### src/rtl/mem_arbiter_if.sv
// Bundle of request, grant, completion and memory-side signals shared by mem_arbiter
// and the agents around it (fetch unit, data unit, memory).
interface mem_arbiter_if;
    logic        if_req;
    logic [31:0] if_addr;
    logic        if_gnt;
    logic        if_done;
    logic [31:0] if_rdata;
    logic        d_req;
    logic        d_wr;
    logic [31:0] d_addr;
    logic [31:0] d_wdata;
    logic        d_gnt;
    logic        d_done;
    logic [31:0] d_rdata;
    logic        mem_en;
    logic        mem_wr;
    logic [31:0] mem_addr;
    logic [31:0] mem_wdata;
    logic [31:0] mem_rdata;
    logic        busy;

    modport slave (
        input  if_req, if_addr, d_req, d_wr, d_addr, d_wdata, mem_rdata,
        output if_gnt, if_done, if_rdata, d_gnt, d_done, d_rdata,
        output mem_en, mem_wr, mem_addr, mem_wdata, busy
    );

    modport master (
        output if_req, if_addr, d_req, d_wr, d_addr, d_wdata, mem_rdata,
        input  if_gnt, if_done, if_rdata, d_gnt, d_done, d_rdata,
        input  mem_en, mem_wr, mem_addr, mem_wdata, busy
    );
endinterface

### src/rtl/mem_arbiter.sv
// Shares one memory between the instruction-fetch and data ports: fixed D priority with an
// anti-starvation override for IF, a fixed-latency wait, registered read data and done strobes.
module mem_arbiter #(
    parameter int MEM_LAT    = 1,
    parameter int STARVE_MAX = 4
) (
    input  logic          clk,
    input  logic          rst,
    mem_arbiter_if.slave  bus
);

    localparam int LW = $clog2(MEM_LAT + 1);
    localparam int SW = $clog2(STARVE_MAX + 1);

    typedef enum logic {IDLE, WAIT} state_t;

    state_t        state;
    state_t        state_nxt;
    logic [LW-1:0] lat_cnt;
    logic [SW-1:0] starve_cnt;
    logic          owner_d;
    logic          owner_wr;
    logic          pick_d;
    logic          grant_if;
    logic          grant_d;
    logic          mem_en_c;
    logic          mem_wr_c;
    logic [31:0]   mem_addr_c;
    logic [31:0]   mem_wdata_c;
    logic          if_done_q;
    logic          d_done_q;
    logic [31:0]   if_rdata_q;
    logic [31:0]   d_rdata_q;

    always_ff @(posedge clk) begin
        if (rst) begin
            state <= IDLE;
        end else begin
            state <= state_nxt;
        end
    end

    // Grants are combinational in IDLE so an access issues in the same cycle it is requested;
    // reset suppresses them so nothing reaches the memory while the arbiter is being cleared.
    always_comb begin
        state_nxt   = state;
        pick_d      = 1'b0;
        grant_if    = 1'b0;
        grant_d     = 1'b0;
        mem_en_c    = 1'b0;
        mem_wr_c    = 1'b0;
        mem_addr_c  = '0;
        mem_wdata_c = '0;
        case (state)
            IDLE: begin
                if (!rst && (bus.if_req || bus.d_req)) begin
                    pick_d   = bus.d_req && !(bus.if_req && starve_cnt == SW'(STARVE_MAX));
                    grant_d  = pick_d;
                    grant_if = !pick_d;
                    mem_en_c = 1'b1;
                    if (pick_d) begin
                        mem_wr_c    = bus.d_wr;
                        mem_addr_c  = bus.d_addr;
                        mem_wdata_c = bus.d_wdata;
                    end else begin
                        mem_addr_c  = bus.if_addr;
                    end
                    state_nxt = WAIT;
                end
            end
            WAIT: begin
                if (lat_cnt == LW'(1)) begin
                    state_nxt = IDLE;
                end
            end
            default: state_nxt = IDLE;
        endcase
    end

    // The done strobe lands in the first IDLE cycle because it is registered from the last WAIT cycle.
    always_ff @(posedge clk) begin
        if (rst) begin
            lat_cnt    <= '0;
            owner_d    <= 1'b0;
            owner_wr   <= 1'b0;
            if_done_q  <= 1'b0;
            d_done_q   <= 1'b0;
            if_rdata_q <= '0;
            d_rdata_q  <= '0;
        end else begin
            if_done_q <= 1'b0;
            d_done_q  <= 1'b0;
            if (grant_if || grant_d) begin
                lat_cnt  <= LW'(MEM_LAT);
                owner_d  <= grant_d;
                owner_wr <= grant_d && bus.d_wr;
            end else if (state == WAIT) begin
                lat_cnt <= lat_cnt - LW'(1);
                if (lat_cnt == LW'(1)) begin
                    if (owner_d) begin
                        d_done_q <= 1'b1;
                        if (!owner_wr) begin
                            d_rdata_q <= bus.mem_rdata;
                        end
                    end else begin
                        if_done_q  <= 1'b1;
                        if_rdata_q <= bus.mem_rdata;
                    end
                end
            end
        end
    end

    // Counts D wins while IF is kept waiting; an IF win or IF giving up restarts the count.
    always_ff @(posedge clk) begin
        if (rst) begin
            starve_cnt <= '0;
        end else if (!bus.if_req || grant_if) begin
            starve_cnt <= '0;
        end else if (grant_d && starve_cnt != SW'(STARVE_MAX)) begin
            starve_cnt <= starve_cnt + SW'(1);
        end
    end

    assign bus.if_gnt    = grant_if;
    assign bus.d_gnt     = grant_d;
    assign bus.if_done   = if_done_q;
    assign bus.d_done    = d_done_q;
    assign bus.if_rdata  = if_rdata_q;
    assign bus.d_rdata   = d_rdata_q;
    assign bus.mem_en    = mem_en_c;
    assign bus.mem_wr    = mem_wr_c;
    assign bus.mem_addr  = mem_addr_c;
    assign bus.mem_wdata = mem_wdata_c;
    assign bus.busy      = (state == WAIT);

endmodule

### src/flat_wrapper.sv
// flat-port wrapper written by rule: the top's interface ports become plain ports
module mem_arbiter_flat 
#(
    parameter int MEM_LAT    = 1,
    parameter int STARVE_MAX = 4
)
  (clk, rst, bus_if_req, bus_if_addr, bus_d_req, bus_d_wr, bus_d_addr, bus_d_wdata, bus_mem_rdata, bus_if_gnt, bus_if_done, bus_if_rdata, bus_d_gnt, bus_d_done, bus_d_rdata, bus_mem_en, bus_mem_wr, bus_mem_addr, bus_mem_wdata, bus_busy);
  mem_arbiter_if bus_i ();
  input  logic clk;
  input  logic rst;
  input wire logic [$bits(bus_i.if_req)-1:0] bus_if_req;
  input wire logic [$bits(bus_i.if_addr)-1:0] bus_if_addr;
  input wire logic [$bits(bus_i.d_req)-1:0] bus_d_req;
  input wire logic [$bits(bus_i.d_wr)-1:0] bus_d_wr;
  input wire logic [$bits(bus_i.d_addr)-1:0] bus_d_addr;
  input wire logic [$bits(bus_i.d_wdata)-1:0] bus_d_wdata;
  input wire logic [$bits(bus_i.mem_rdata)-1:0] bus_mem_rdata;
  output wire logic [$bits(bus_i.if_gnt)-1:0] bus_if_gnt;
  output wire logic [$bits(bus_i.if_done)-1:0] bus_if_done;
  output wire logic [$bits(bus_i.if_rdata)-1:0] bus_if_rdata;
  output wire logic [$bits(bus_i.d_gnt)-1:0] bus_d_gnt;
  output wire logic [$bits(bus_i.d_done)-1:0] bus_d_done;
  output wire logic [$bits(bus_i.d_rdata)-1:0] bus_d_rdata;
  output wire logic [$bits(bus_i.mem_en)-1:0] bus_mem_en;
  output wire logic [$bits(bus_i.mem_wr)-1:0] bus_mem_wr;
  output wire logic [$bits(bus_i.mem_addr)-1:0] bus_mem_addr;
  output wire logic [$bits(bus_i.mem_wdata)-1:0] bus_mem_wdata;
  output wire logic [$bits(bus_i.busy)-1:0] bus_busy;
  assign bus_i.if_req = bus_if_req;
  assign bus_i.if_addr = bus_if_addr;
  assign bus_i.d_req = bus_d_req;
  assign bus_i.d_wr = bus_d_wr;
  assign bus_i.d_addr = bus_d_addr;
  assign bus_i.d_wdata = bus_d_wdata;
  assign bus_i.mem_rdata = bus_mem_rdata;
  assign bus_if_gnt = bus_i.if_gnt;
  assign bus_if_done = bus_i.if_done;
  assign bus_if_rdata = bus_i.if_rdata;
  assign bus_d_gnt = bus_i.d_gnt;
  assign bus_d_done = bus_i.d_done;
  assign bus_d_rdata = bus_i.d_rdata;
  assign bus_mem_en = bus_i.mem_en;
  assign bus_mem_wr = bus_i.mem_wr;
  assign bus_mem_addr = bus_i.mem_addr;
  assign bus_mem_wdata = bus_i.mem_wdata;
  assign bus_busy = bus_i.busy;
  mem_arbiter #(.MEM_LAT(MEM_LAT), .STARVE_MAX(STARVE_MAX)) u_core (.clk(clk), .rst(rst), .bus(bus_i));
endmodule
### config.mk
export PLATFORM = sky130hd
export DESIGN_NAME = mem_arbiter_flat
export DESIGN_NICKNAME = d
export VERILOG_FILES = /design/src/rtl/mem_arbiter_if.sv /design/src/rtl/mem_arbiter.sv /design/src/flat_wrapper.sv
export SDC_FILE = /design/constraint.sdc
export NUM_CORES = 1
export LEC_CHECK = 0
export CAP_MARGIN = 20
export CORE_AREA = 4 4 111 113
export CTS_CLUSTER_SIZE = 40
export DETAILED_ROUTE_END_ITERATION = 10
export DIE_AREA = 0 0 115 117
export PLACE_DENSITY = 0.86
export SLEW_MARGIN = 30
export SYNTH_ARGS = -nofsm -noshare
export SYNTH_HDL_FRONTEND = slang
export SYNTH_SLANG_ARGS = --single-unit
### constraint.sdc
create_clock -name clk -period 1.85 [get_ports clk]
set_clock_uncertainty 0.05 [all_clocks]
set_input_delay 0.37 -clock clk [delete_from_list [all_inputs] [get_ports clk]]
set_output_delay 0.37 -clock clk [all_outputs]
set_load 0.005 [all_outputs]
==> reports/metrics.yaml, run 1 <==
worst_setup_path:
  endpoint_kind: "primary output"
  cp_top_family: "buffers and inverters"
  worstPathMaxFanout: 4
  cpMaxStageDelayCell: "dfxtp_2"
  worst_setup_path_start_kind: "register"
  cpPeakStageDelay_ns: 0.34
  crit_type: "reg -> out"
  crit_chain: "inv_2, ha_4, buf_6, and2_4, a21oi_4, buf_12, buf_6, buf_6, a22o_1, buf_2"
  cpMostUsedCell: "buf_6"
  cp.arrival_ns: 1.98
  critPathBufInv: 6
  critPathRequiredTime_ns: 1.43
drt:
  drc: 0
  vias: 4426
  totalWireLength_um: 16500
  dr.pass1.iters: 5
  ant_nets: 0
  wl_per_cell_um: 18.9
  drtIter0Drc: 330
  viasPerCell: 5.06
sta:
  min_period_ns: 2.40
  rsz0062_at_grt: "yes"
  setup_tns_ns: -26.78
  hold_violations: 0
  slew_headroom: 0.692
  drv_slew: 0
  max_freq_mhz: 416
  hold_slack_ns: 0.404
  setup_ws_ns: -0.552
  worstMarginPinSlew_ns: 0.461
  post-route-period-util: 1.30
  finalSetupViolations: 67
yosys:
  synthMuxAreaShare: 0
  yosys.area_share.adder: 0.00773
  synth_xor_area_frac: 0
  yosys.area_share.simple: 0.263
  avgSynthCellArea_um2: 7.91
  synth_compound_area_frac: 0.215
  syn-cell-area_mm2: 0.00324
  synth_nets: 544
  syn_inst: 409
  ys_types: 31
  yosysWarningCount: 0
  ys_ff_latch: 73
  synth_top_family_by_area: "simple AND/OR/NAND/NOR gates"
  ys_seq_area_frac: 0.452
clock_network:
  cts_htree_levels: 3
  cts_buffers: 9
  clk_latency_ns: 0.32
  cts.sinks: 73
  clk_pin_slew_ns: 0.06
  root_buffer: "clkbuf_16"
  cts_tree: "built"
  max-clock-path-buffers: 2
  cts_hold_buffers: 0
power_and_ir_drop:
  p_leak_nw: 2.91
  vdd_drop_max_uv: 749
  swShare: 0.234
  internal_power_w: 0.00330
  power_switching_w: 0.00101
  power_density_mw_per_mm2: 601
  seqPwrFrac: 0.385
  power_w: 0.00431
  combPwrFrac: 0.223
  p_clk_frac: 0.392
grt:
  grt_pass1_vias: 4246
  overflow: 0
  grt_use_met3: 0.0514
  grt_max_degree: 75
  grt_first_pass_wirelength_um: 21800
  gr-usage-met1: 0.209
  grt_use_total: 0.209
  antenna_found_initial: 0
  grt-busiest-layer: "met2"
  use_met2: 0.393
die:
  die_h_um: 117
  initial_core_util: 0.286
  die_w_um: 115
  io_pins: 268
  core_mm2: 0.0113
  dieArea_mm2: 0.0135
  placementRows: 39
final_layout:
  layout-area-overhead-vs-synth_pct: 122
  drive_above_1_share: 0.284
  layout_common_cells: "195 x clkdlybuf4s50_1, 129 x nand2_1, 70 x dfxtp_1, 68 x a21oi_1, 62 x buf_6"
  diodes: 0
  fin_nets: 863
  layout_commonest_cell: "clkdlybuf4s50_1"
  fill_cells: 903
  final_cells: 875
place:
  place_inst: 812
  portBuffers: 267
  gp_congestion: 0.877
  dpl.hpwl_um: 11100
worst_hold_path:
  hp-class: "reg -> reg"
status:
  violations: "negative setup slack"
  outcome: "complete, but fails checks"
run:
  maxCapViolations: 0
kinds of logic after synthesis:
kind of cell | Yosys count
compound gates | 109
fa+ha+maj | 2
buf+inv | 41
flops | 73
simple gates | 184
state kept, by name (all words and copies together) (netlist names):
register             cells
u_core.lat_cnt           1
u_core.owner_wr          1
u_core.starve_cnt        3
u_core.owner_d           1
u_core.bus.d_done        1
u_core.bus.if_rdata     32
u_core.bus.busy          1
u_core.bus.d_rdata      32
u_core.bus.if_done       1
tightest hold or removal path: cells and delay by family, from the launching register on:
family,cells,cell delay (ns)
simple gates,1,0.05
flops,1,0.31
compound gates,1,0.05
cells in the mapped netlist (all sizes together):
cell type	count	area, um2
and2	1	6.26
a211oi	2	15.0
a21oi	69	357
dfxtp	73	1460
nand4b	1	8.76
buf	23	134
nor4	1	6.26
and4b	2	20.0
nand3b	1	7.51
and3	32	200
nand3	5	25.0
nor2b	1	6.26
o31a	1	8.76
a21boi	1	7.51
nor3	4	20.0
nor2	3	11.3
and3b	1	8.76
nor4b	1	23.8
a22o	32	285
or3b	1	11.3
clkbuf	14	52.6
o31ai	1	7.51
ha	2	25.0
nand2	129	484
nor3b	1	12.5
o21ai	3	15.0
inv	4	15.0
final timing paths:
path,slack (ns),endpoint,cells after the start,startpoint
setup / recovery,-0.55,bus_mem_addr[21],10,u_core.starve_cnt[0]
hold / removal,0.40,u_core.bus.d_rdata[27],2,u_core.bus.d_rdata[27]
setup reg to reg,0.20,u_core.owner_d,9,u_core.starve_cnt[0]
hold reg to reg,0.40,u_core.bus.d_rdata[27],2,u_core.bus.d_rdata[27]
layer usage:
metal	vias to the layer above	wire, um
li1	2042	-
met1	2064	5700
met2	256	8780
met3	64	1170
met4	0	898
met5	-	0
metrics by stage:
stage	setup slack, ns	utilization	instance area, um2
6_report	-0.552	0.634	7170
3_3_place_gp	-0.817	0.544	6160
3_5_place_dp	-0.866	0.544	6160
2_1_floorplan	0.0377	-	3240
4_1_cts	-0.563	0.594	6720
5_1_grt	-0.621	0.634	7170
layout make-up:
| type | instances | area (um2) | area share |
|---|---|---|---|
| Tap cell | 143 | 179 | 0.0249 |
| Multi-Input combinational cell | 295 | 1780 | 0.248 |
| Clock inverter | 5 | 56.3 | 0.00785 |
| Clock buffer | 10 | 239 | 0.0333 |
| Sequential cell | 73 | 1470 | 0.204 |
| Timing Repair Buffer | 345 | 3440 | 0.480 |
| Inverter | 4 | 15.0 | 0.00209 |
power by group through the flow:
| stage | combinational, W | sequential, W | clock, W |
|---|---|---|---|
| 2_1_floorplan | 0.000245 | 0.00169 | 0 |
| 3_3_place_gp | 0.000842 | 0.00169 | 0 |
| 3_5_place_dp | 0.000853 | 0.00169 | 0 |
| 4_1_cts | 0.000896 | 0.00166 | 0.00174 |
| 5_1_grt | 0.00102 | 0.00166 | 0.00181 |
| 6_report | 0.000962 | 0.00166 | 0.00169 |
repair_timing:
item | CTS | global route
pin swaps | 24 | 38
setup buffers | 16 | 27
hold endpoints to repair | 0 | 0
resized for setup | 197 | 176
gates cloned | 8 | 4
endpoints found under the setup margin | 69 | 68
No activity file was read; power rests on OpenSTA's default activity.
==> inputs of run 2 (changes only) <==
--- a/config.mk
+++ b/config.mk
@@ -5,6 +5,7 @@
 export SDC_FILE = /design/constraint.sdc
 export NUM_CORES = 1
 export LEC_CHECK = 0
+export ABC_CLOCK_PERIOD_IN_PS = 1850
 export CAP_MARGIN = 20
 export CORE_AREA = 4 4 111 113
 export CTS_CLUSTER_SIZE = 40
==> results of run 2 <==
Same layout as run 1: the final DEF is identical, and so are final timing and power.
==> inputs of run 3 (changes only) <==
--- a/config.mk
+++ b/config.mk
@@ -7,10 +7,10 @@
 export LEC_CHECK = 0
 export ABC_CLOCK_PERIOD_IN_PS = 1850
 export CAP_MARGIN = 20
-export CORE_AREA = 4 4 111 113
+export CORE_AREA = 2 2 109 111
 export CTS_CLUSTER_SIZE = 40
 export DETAILED_ROUTE_END_ITERATION = 10
-export DIE_AREA = 0 0 115 117
+export DIE_AREA = 0 0 111 113
 export PLACE_DENSITY = 0.86
 export SLEW_MARGIN = 30
 export SYNTH_ARGS = -nofsm -noshare
==> reports/metrics.yaml, run 3 (synthesis results as in run 1) <==
worst_setup_path:
  worstReg2RegEnd: "u_core.owner_wr"
  cp.arrival_ns: 1.85  # -0.13 ns
  worst_setup_path_start_kind: "register"
  r2r_start: "u_core.starve_cnt[0]"
  r2r_cells: 10  # +1
  regToRegSetupSlack_ns: 0.27  # +0.07 ns
  worstPathMaxFanout: 5  # +1
  crit_type: "reg -> out"
  critPathRequiredTime_ns: 1.43  # about the same
  endpoint_kind: "primary output"
place:
  pre_cts_slack_ns: -0.914  # -0.0480 ns
  place_inst: 808  # -0.49%
  dpl.hpwl_um: 11300  # +1.9%
  gp_congestion: 0.908  # +3.6%
  portBuffers: 267  # unchanged
  place_area_mm2: 0.00615  # about the same
status:
  violations: "negative setup slack"
  outcome: "complete, but fails checks"
die:
  initial_core_util: 0.287  # +0.00124
  die_w_um: 111  # -3.5%
  die_h_um: 113  # -3.4%
  io_pins: 268  # unchanged
  placementRows: 39  # unchanged
  dieArea_mm2: 0.0125  # -6.8%
  core_mm2: 0.0113  # -0.43%
drt:
  dr.pass1.iters: 4  # -1
  viasPerCell: 5.00  # -1.2%
  drtIter0Drc: 284  # -14%
  drc: 0  # unchanged
  vias: 4350  # -1.7%
  wl_per_cell_um: 19.2  # +1.3%
  totalWireLength_um: 16700  # +0.71%
  ant_nets: 0  # unchanged
clock_network:
  cts_tree: "built"
  cts_hold_buffers: 0  # unchanged
  clk_latency_ns: 0.32  # about the same
  max-clock-path-buffers: 2  # unchanged
  cts_htree_levels: 3  # unchanged
  cts.sinks: 73  # unchanged
  cts_buffers: 9  # unchanged
  clk_pin_slew_ns: 0.06  # about the same
  root_buffer: "clkbuf_16"
final_layout:
  drive_above_1_share: 0.285  # +0.000579
  final_cells: 870  # -0.57%
  layout_commonest_cell: "clkdlybuf4s50_1"
  layout-area-overhead-vs-synth_pct: 125
  diodes: 0  # unchanged
  design_area_mm2: 0.00727  # +1.3%
  layout_common_cells: "195 x clkdlybuf4s50_1, 129 x nand2_1, 70 x dfxtp_1, 68 x a21oi_1, 68 x buf_6"
  fin_nets: 857  # -0.70%
power_and_ir_drop:
  p_leak_nw: 2.90  # -0.49%
  power_w: 0.00448  # +4.1%
  vdd_drop_max_uv: 429  # -43%
  power_density_mw_per_mm2: 617  # +2.7%
grt:
  grt_max_degree: 43  # -43%
  overflow: 0  # unchanged
  grt_use_total: 0.253  # +0.0445
  antenna_found_initial: 0  # unchanged
  grt_pass1_vias: 4632  # +9.1%
  grt_first_pass_wirelength_um: 25000  # +15%
sta:
  rsz0062_at_grt: "yes"
  drv_slew: 0  # unchanged
  slew_headroom: 0.711  # +0.0187
  post-route-period-util: 1.23  # -0.0726
  setup_ws_ns: -0.417  # +0.134 ns
  hold_slack_ns: 0.402  # -0.00123 ns
  min_period_ns: 2.27  # -0.134 ns
  max_freq_mhz: 441  # +5.9%
  finalSetupViolations: 67  # unchanged
  hold_violations: 0  # unchanged
  worstMarginPinSlew_ns: 0.433  # -0.0281 ns
worst_hold_path:
  hp-class: "reg -> reg"
  min_from: "u_core.bus.if_rdata[17]"
  min_to: "u_core.bus.if_rdata[17]"
  holdPathStages: 2  # unchanged
run:
  maxCapViolations: 0  # unchanged
## run 3: critical path: stages, from the launching register on
cell and delay [ns]:
dfxtp_2 0.32, inv_2 0.08, ha_4 0.17, and2_4 0.17
a21oi_4 0.06, buf_6 0.12, buf_6 0.12, buf_12 0.13
a22o_1 0.23, buf_2 0.13
## run 3: layout make-up
| type | instances | area, um2 |
|---|---|---|
| fill | 913 | 4000 |
| timing repair buffer | 339 | 3480 |
| multi-input combinational | 295 | 1810 |
| sequential | 73 | 1470 |
| clock buffer | 10 | 229 |
| tap | 143 | 179 |
| clock inverter | 6 | 90.1 |
| inverter | 4 | 15.0 |
## run 3: what timing repair did
item	in CTS	in global routing
endpoints found under the setup margin	69	68
cloned	12	0
pin swaps	50	24
hold endpoints to repair	0	0
resized for setup	392	18
setup buffers	31	6
## run 3: power by group
part           switching, W  leakage (nW)  total [W]  internal [W]
logic              0.000371          2.15   0.000998      0.000627
registers         0.0000329         0.593    0.00166       0.00162
clock network      0.000645         0.153    0.00183       0.00118
## run 3: worst max-delay path by stage
stage,startpoint,slack (ns),end,cells past startpoint
after floorplan,u_core.starve_cnt[0],0.04,bus_mem_addr[23],6
after global placement,bus_d_req,-0.84,bus_mem_addr[11],6
after detailed placement,bus_d_req,-0.91,bus_mem_addr[26],6
after CTS,u_core.starve_cnt[1],-0.43,bus_mem_addr[8],9
after global routing,u_core.starve_cnt[0],-0.48,bus_mem_addr[8],9
final,u_core.starve_cnt[0],-0.42,bus_mem_addr[8],9
## run 3: metal layers
metal / vias to the layer above / track usage / share of wire
met5: - / 0 / 0
met4: 0 / 0.146 / 0.056
met3: 52 / 0.0627 / 0.068
met2: 241 / 0.475 / 0.54
met1: 2026 / 0.255 / 0.34
li1: 2031 / - / -
## run 3: per-stage QoR
step	setup TNS, ns	utilization
floorplan	0	-
global placement	-50.15	0.546
detailed placement	-54.83	0.546
CTS	-20.92	0.638
global route	-24.48	0.645
finish	-20.33	0.645
